==> src/rtl/counter_enable_pacer.sv <==
// Event pacer feeding counter_with_strobe: queues bursty events and spaces enable pulses.
// Optional build macro PACER_OVERFLOW_EN: saturating pending count with a sticky overflow flag.
module counter_enable_pacer #(
  parameter int WIDTH        = 4,
  parameter int LATENCY      = 4,
  parameter int PEND_WIDTH   = 4,
  parameter int RESET_PERIOD = 2
) (
  input  logic                  clk,
  input  logic                  rst,
  input  logic                  event_in,
  input  logic [WIDTH-1:0]      period_in,
  input  logic                  period_load,
  input  logic                  strobe_in,
  input  logic                  ovf_clr,
  output logic                  enable_out,
  output logic [WIDTH-1:0]      reset_value_out,
  output logic                  period_busy,
  output logic [PEND_WIDTH-1:0] pending,
  output logic                  overflow
);

  localparam int GAP_W = (LATENCY < 1) ? 1 : $clog2(LATENCY + 1);

  typedef enum logic {S_GAP = 1'b0, S_READY = 1'b1} state_t;

  state_t                  state_q, state_d;
  logic [GAP_W-1:0]        gap_q, gap_d;
  logic                    enable_q, enable_d;
  logic                    primed_q, primed_d;
  logic [PEND_WIDTH-1:0]   pending_q, pending_d;
  logic [WIDTH-1:0]        shadow_q, shadow_d;
  logic [WIDTH-1:0]        rv_q, rv_d;
  logic                    busy_q, busy_d;
  logic                    apply_s;

  // The downstream counter misbehaves with a period below 2.
  function automatic logic [WIDTH-1:0] clamp_period(input logic [WIDTH-1:0] p);
    if (p < WIDTH'(2)) begin
      clamp_period = WIDTH'(2);
    end else begin
      clamp_period = p;
    end
  endfunction

  // Spacing FSM: count out the recovery gap, then issue one enable per queued event.
  always_comb begin
    state_d  = state_q;
    gap_d    = gap_q;
    enable_d = 1'b0;
    primed_d = primed_q;
    case (state_q)
      S_GAP: begin
        if (gap_q == GAP_W'(LATENCY)) begin
          state_d = S_READY;
        end else begin
          gap_d = gap_q + GAP_W'(1);
        end
      end
      S_READY: begin
        if (pending_q != PEND_WIDTH'(0)) begin
          enable_d = 1'b1;
          gap_d    = GAP_W'(0);
          primed_d = 1'b1;
          state_d  = S_GAP;
        end else begin
          state_d = S_READY;
        end
      end
      default: begin
        state_d = S_GAP;
        gap_d   = GAP_W'(0);
      end
    endcase
  end

`ifdef PACER_OVERFLOW_EN
  logic drop_s;
  logic overflow_q, overflow_d;

  // Pending queue with saturation; a dropped event raises the sticky flag.
  always_comb begin
    pending_d = pending_q;
    drop_s    = 1'b0;
    if (event_in && !enable_d) begin
      if (&pending_q) begin
        drop_s = 1'b1;
      end else begin
        pending_d = pending_q + PEND_WIDTH'(1);
      end
    end else if (!event_in && enable_d) begin
      pending_d = pending_q - PEND_WIDTH'(1);
    end else begin
      pending_d = pending_q;
    end
    if (drop_s) begin
      overflow_d = 1'b1;
    end else if (ovf_clr) begin
      overflow_d = 1'b0;
    end else begin
      overflow_d = overflow_q;
    end
  end

  // Sticky overflow register.
  always_ff @(posedge clk or negedge rst) begin
    if (!rst) begin
      overflow_q <= 1'b0;
    end else begin
      overflow_q <= overflow_d;
    end
  end

  assign overflow = overflow_q;
`else
  // Pending queue wrapping modulo its width.
  always_comb begin
    pending_d = pending_q;
    if (event_in && !enable_d) begin
      pending_d = pending_q + PEND_WIDTH'(1);
    end else if (!event_in && enable_d) begin
      pending_d = pending_q - PEND_WIDTH'(1);
    end else begin
      pending_d = pending_q;
    end
  end

  // ovf_clr has no effect in this build.
  assign overflow = 1'b0 & ovf_clr;
`endif

  // Period shadow: apply only while the counter tolerates it, or before any enable.
  assign apply_s = busy_q && ((strobe_in && !enable_q) || !primed_q);

  always_comb begin
    shadow_d = shadow_q;
    busy_d   = busy_q;
    rv_d     = rv_q;
    if (apply_s) begin
      rv_d = shadow_q;
    end else begin
      rv_d = rv_q;
    end
    if (period_load) begin
      shadow_d = clamp_period(period_in);
      busy_d   = 1'b1;
    end else if (apply_s) begin
      busy_d = 1'b0;
    end else begin
      busy_d = busy_q;
    end
  end

  // State registers.
  always_ff @(posedge clk or negedge rst) begin
    if (!rst) begin
      state_q   <= S_GAP;
      gap_q     <= GAP_W'(0);
      enable_q  <= 1'b0;
      primed_q  <= 1'b0;
      pending_q <= PEND_WIDTH'(0);
      shadow_q  <= WIDTH'(RESET_PERIOD);
      rv_q      <= WIDTH'(RESET_PERIOD);
      busy_q    <= 1'b0;
    end else begin
      state_q   <= state_d;
      gap_q     <= gap_d;
      enable_q  <= enable_d;
      primed_q  <= primed_d;
      pending_q <= pending_d;
      shadow_q  <= shadow_d;
      rv_q      <= rv_d;
      busy_q    <= busy_d;
    end
  end

  assign enable_out      = enable_q;
  assign reset_value_out = rv_q;
  assign period_busy     = busy_q;
  assign pending         = pending_q;

endmodule
==> config.mk <==
export PLATFORM = sky130hd
export DESIGN_NAME = counter_enable_pacer
export DESIGN_NICKNAME = d
export VERILOG_FILES = /design/src/rtl/counter_enable_pacer.sv
export SDC_FILE = /design/constraint.sdc
export NUM_CORES = 1
export LEC_CHECK = 0
export CAP_MARGIN = 0
export CORE_AREA = 5 5 73 49
export DETAILED_ROUTE_END_ITERATION = 8
export DIE_AREA = 0 0 78 54
export GPL_TIMING_DRIVEN = 0
export SYNTH_ARGS = -nofsm -noshare
export SYNTH_HDL_FRONTEND = slang
export SYNTH_SLANG_ARGS = --single-unit
==> constraint.sdc <==
create_clock -name clk -period 5 [get_ports clk]
set_input_delay 1.5 -clock clk [delete_from_list [all_inputs] [get_ports clk]]
set_output_delay 1.5 -clock clk [all_outputs]
set_load 0.01 [all_outputs]
# --- Word-level counts from Yosys, hierarchy flattened ---
# Index checks and enable logic that the tools add are counted.
totals:
  reg_bits: 19
  latch_bits: 0
  mem_bits_rw: 0
  romBits: 0
  in_bits: 10
  out_inout_bits: 11
  wordCells: 43
  n_memories: 0
op_classes:
  addsub: 3
  mul: 0
  div: 0
  order_cmp: 1
  n_eq_ne: 3
  shift: 0
  n_mux: 13
  bitwise: 1
  reduce_logical: 14
op_table:
  columns: ["op", "count"]
  rows:
  - ["2-to-1 mux 4 bit", 3]
  - ["2-to-1 mux 1 bit", 6]
  - ["2-to-1 mux 3 bit", 2]
  - ["one-hot mux 3 bit (2 select lines)", 1]
  - ["adder 4 x 1 -> 4 bit, second input constant", 1]
  - ["logical AND 1 bit", 4]
  - ["logical NOT 1 bit", 4]
  - ["< comparator 4 x 2 -> 1 bit, second input constant", 1]
  - ["AND reduction 2 bit", 2]
  - ["nonzero test 2 bit", 2]
  - ["nonzero test 4 bit", 1]
  - ["subtractor 4 x 1 -> 4 bit, second input constant", 1]
  - ["adder 3 x 1 -> 3 bit, second input constant", 1]
  - ["equality test 3 bit, second input constant", 1]
  - ["!= test 2 x 1 -> 1 bit, second input constant", 1]
  - ["!= test 2 bit, second input constant", 1]
  - ["one-hot mux 1 bit (2 select lines)", 1]
  - ["logical OR 1 bit", 1]
  - ["NOT 1 bit", 1]

# --- Logic depth before layout (Yosys ltp) ---
logic_depth:
  depth_word: 6
  ltp_mapped: 7
  depth_no_buf: 7

# --- Worst setup path after synthesis ---
# OpenSTA, ideal clock, no wires.
synth_path:
  path_type: "input to register"
  start: "input port event_in"
  end: "register pending_q[3], in the netlist pending[3]"
  setup_ps: 131
  arrival_ps: 2784
  t_required_ps: 4869
  slack_ps: 2085
  cell_stages: 6
  n_path_buf: 0
  path_cell_list: "ha_1 -> inv_1 -> ha_1 -> or4_1 -> o211ai_1 -> o211ai_1"
synth_between:
  elab_chain_len: 3
  word_cells_on_any_way: 5
  cone_classes: "1 x mux; 4 x reduce/logical"
synth_rtl:
  columns: ["element", "line", "text"]
  rows:
  - ["from (decl)", "11", "input logic event_in,"]
  - ["logical NOT 1 bit", "121", "end else if (!event_in && enable_d) begin"]
  - ["logical AND 1 bit", "121", null]
  - ["nonzero test 2 bit (no line)", null, null]
  - ["to (signal assigned)", "170", "pending_q <= pending_d;"]
  - ["to (decl)", "31", "logic [PEND_WIDTH-1:0] pending_q, pending_d;"]
# Parallel ways exist; a longest one is shown, timed or not.
# A chain may end at the register's enable or synchronous reset.

# --- Worst setup path after layout ---
# Same ends and word-level chain as after synthesis.

==> flow_summary.ini <==
[grt]
grt_overflow = 0
antenna_found_initial = 0
grt_pass1_vias = 705
grt_usage_pct = 9.51
grt_max_degree = 20
grt_pass1_wl_mm = 3.14

[routing]
drc = 0
drt-initial-drc-count = 26
wl_per_cell_um = 12.8
routed_via_density = 4.80
drt_pre_antenna_iters = 4
vias = 667
drt-total-wl_mm = 1.78
ant_nets = 0

[worst_setup_path]
required_ns = 5.14
worst-path-buf-inv = 2
worstSetupPathType = input pin to flop
arrival_ns = 3.41
cp-end-kind = flop
crit_slowest_cell = or4_1
cp_max_fo = 6
slowest_delay_ns = 0.49
path_delay_family = adder cells
crit_chain = clkdlybuf4s50_1 -> ha_1 -> inv_1 -> ha_1 -> or4_1 -> o211ai_1 -> o211ai_1
cp-start-kind = input pin

[floorplanning]
fp.dieW_um = 78
num_rows = 16
ioPinCount = 21
die_h_um = 54
dieArea_sq_um = 4210
core_sq_um = 2940
start_util_pct = 31.8

[placement]
place.port_buffers = 18
gp_congestion = 0.654
dp.final_hpwl_mm = 1.38

[power_and_ir_drop]
powerDensity_nw_per_um2 = 602
p_leak_nw = 0.515
max-vdd-ir-drop_v = 0.000204
total_power_w = 0.000726

[synthesis]
synth-main-ff-cell = dfrtp_1
synth_top_cell_by_area = dfrtp_1
synth.avg_cell_area_sq_um = 11.5
synth_top_area_share_pct = 45.5
synth_cell_types = 31
synth_area_leaders = dfrtp_1 46%, mux2_2 8.4%, ha_1 6.7%
yosysSeqAreaShare_pct = 51.1
ys_async_sr_fraction_pct = 100
synth_commonest_cells = 17 x dfrtp_1, 7 x inv_1, 7 x mux2_2, 6 x nand2_1, 5 x ha_1
synth-edff-count = 0
yosys_warnings = 0
synth.ff_latch_count = 19
synth.net_count = 97
netlist_instances = 81
syn-cell-area_sq_um = 935
synthMostInstantiatedCell = dfrtp_1

[cells_and_area]
area_growth_pct = 28.9
drive_above_1_share_pct = 15.5
fin_nets = 120
nFillCells = 278
diodes = 0

[outcome]
status = complete, no violations

[cts]
cts_root_buf = clkbuf_8
postCtsSetupRepairBufs = 0
cts_sinks = 19
cts_hold_buf = 0
cts_resized = 0
clkTransAtPathRegs_ns = 0.07
clock_latency_ns = 0.25
numCtsBuffers = 3
cts_max_level = 1
cts_buffer_depth = 2
cts_tree = built

[sta]
hold_violations = 0
maxSlewHeadroom_pct = 44.3
slew_viol_final = 0
rsz0062_at_grt = no
worst_pin_slew_ns = 0.832
setup_tns_ns = 0
finalSetupViolCount = 0
finalCriticalPeriod_ns = 3.27
max_freq_mhz = 306
period_share_pct = 65.4
clock_skew_ns = 0.00552

[run]
drv_cap = 0

[hold_path]
hp-class = flop to flop
## routing by layer
metal | track usage, % | vias to the layer above | routed length [um]
met4 | 1.69 | 0 | 0
met2 | 17.5 | 8 | 901
met5 | 0 | - | 0
met3 | 3.68 | 0 | 84
met1 | 10.8 | 330 | 793
li1 | - | 329 | -
## final cells by class
type                       instances  area [sq um]  share of cell area [%]
buffer                             2          11.3                   0.935
clock buffer                       4          45.0                    3.74
inverter                           8          30.0                    2.49
multi-input combinational         52           415                    34.5
sequential                        19           478                    39.7
tap                               36          45.0                    3.74
timing repair buffer              18           180                    15.0
## final timing paths
check / start / endpoint / slack, ns / cells past startpoint
max: event_in / pending[3] / 1.73 / 7
min: primed_q / primed_q / 0.46 / 2
max reg2reg: pending[0] / pending[3] / 2.34 / 7
min reg2reg: primed_q / primed_q / 0.46 / 2
max in group asynchronous: rst / pending[2] / 2.76 / 1
min in group asynchronous: rst / shadow_q[2] / 1.72 / 1
## state kept, by name, summed over array words and instances (netlist names)
register         count
primed_q             1
pending              4
shadow_q             4
period_busy          1
enable_out           1
state_q              1
gap_q                3
reset_value_out      4
## through the flow
step / worst slack, ns / hold slack [ns] / cells / area, sq um / util [%]
2_1_floorplan: 2.08 / 0.426 / 81 / 935 / -
3_3_place_gp: 1.50 / 0.443 / 135 / 1160 / 39.4
3_5_place_dp: 1.46 / 0.448 / 135 / 1160 / 39.4
4_1_cts: 1.74 / 0.465 / 139 / 1200 / 40.9
5_1_grt: 1.61 / 0.479 / 139 / 1200 / 40.9
6_report: 1.73 / 0.458 / 139 / 1200 / 40.9
## worst reg2reg max path, delay by kind of cell, from the launching register on
kind / cells / cell delay (ns)
buf+inv: 1 / 0.14
compound gates: 3 / 0.73
flops: 1 / 0.49
simple gates: 1 / 0.49
fa+ha+maj: 2 / 0.70
## layout by cell type (no fill, tap or decap), drive strengths merged, types with 3 or more instances in the layout
| cell type | n |
|---|---|
| a21oi | 4 |
| clkbuf | 5 |
| clkdlybuf4s50 | 18 |
| dfrtp | 17 |
| ha | 5 |
| inv | 8 |
| mux2 | 8 |
| nand2 | 6 |
| nor2 | 5 |
| o21ai | 3 |
## kinds of logic after synthesis
group,share of synthesized area [%]
AND/OR/NAND/NOR,9.77
other,0.401
XOR/XNOR,1.87
buffers and inverters,4.42
adder cells (fa/ha/maj),8.84
AO/OA/AOI/OAI,12.9
multiplexers,10.7
flip-flops,51.1
## report_power, final
part	switching, W	internal, W
registers	0.0000635	0.000217
clock network	0.0000483	0.0000566
logic	0.000156	0.000184
Note: power is estimated with default switching activity, not from simulation.
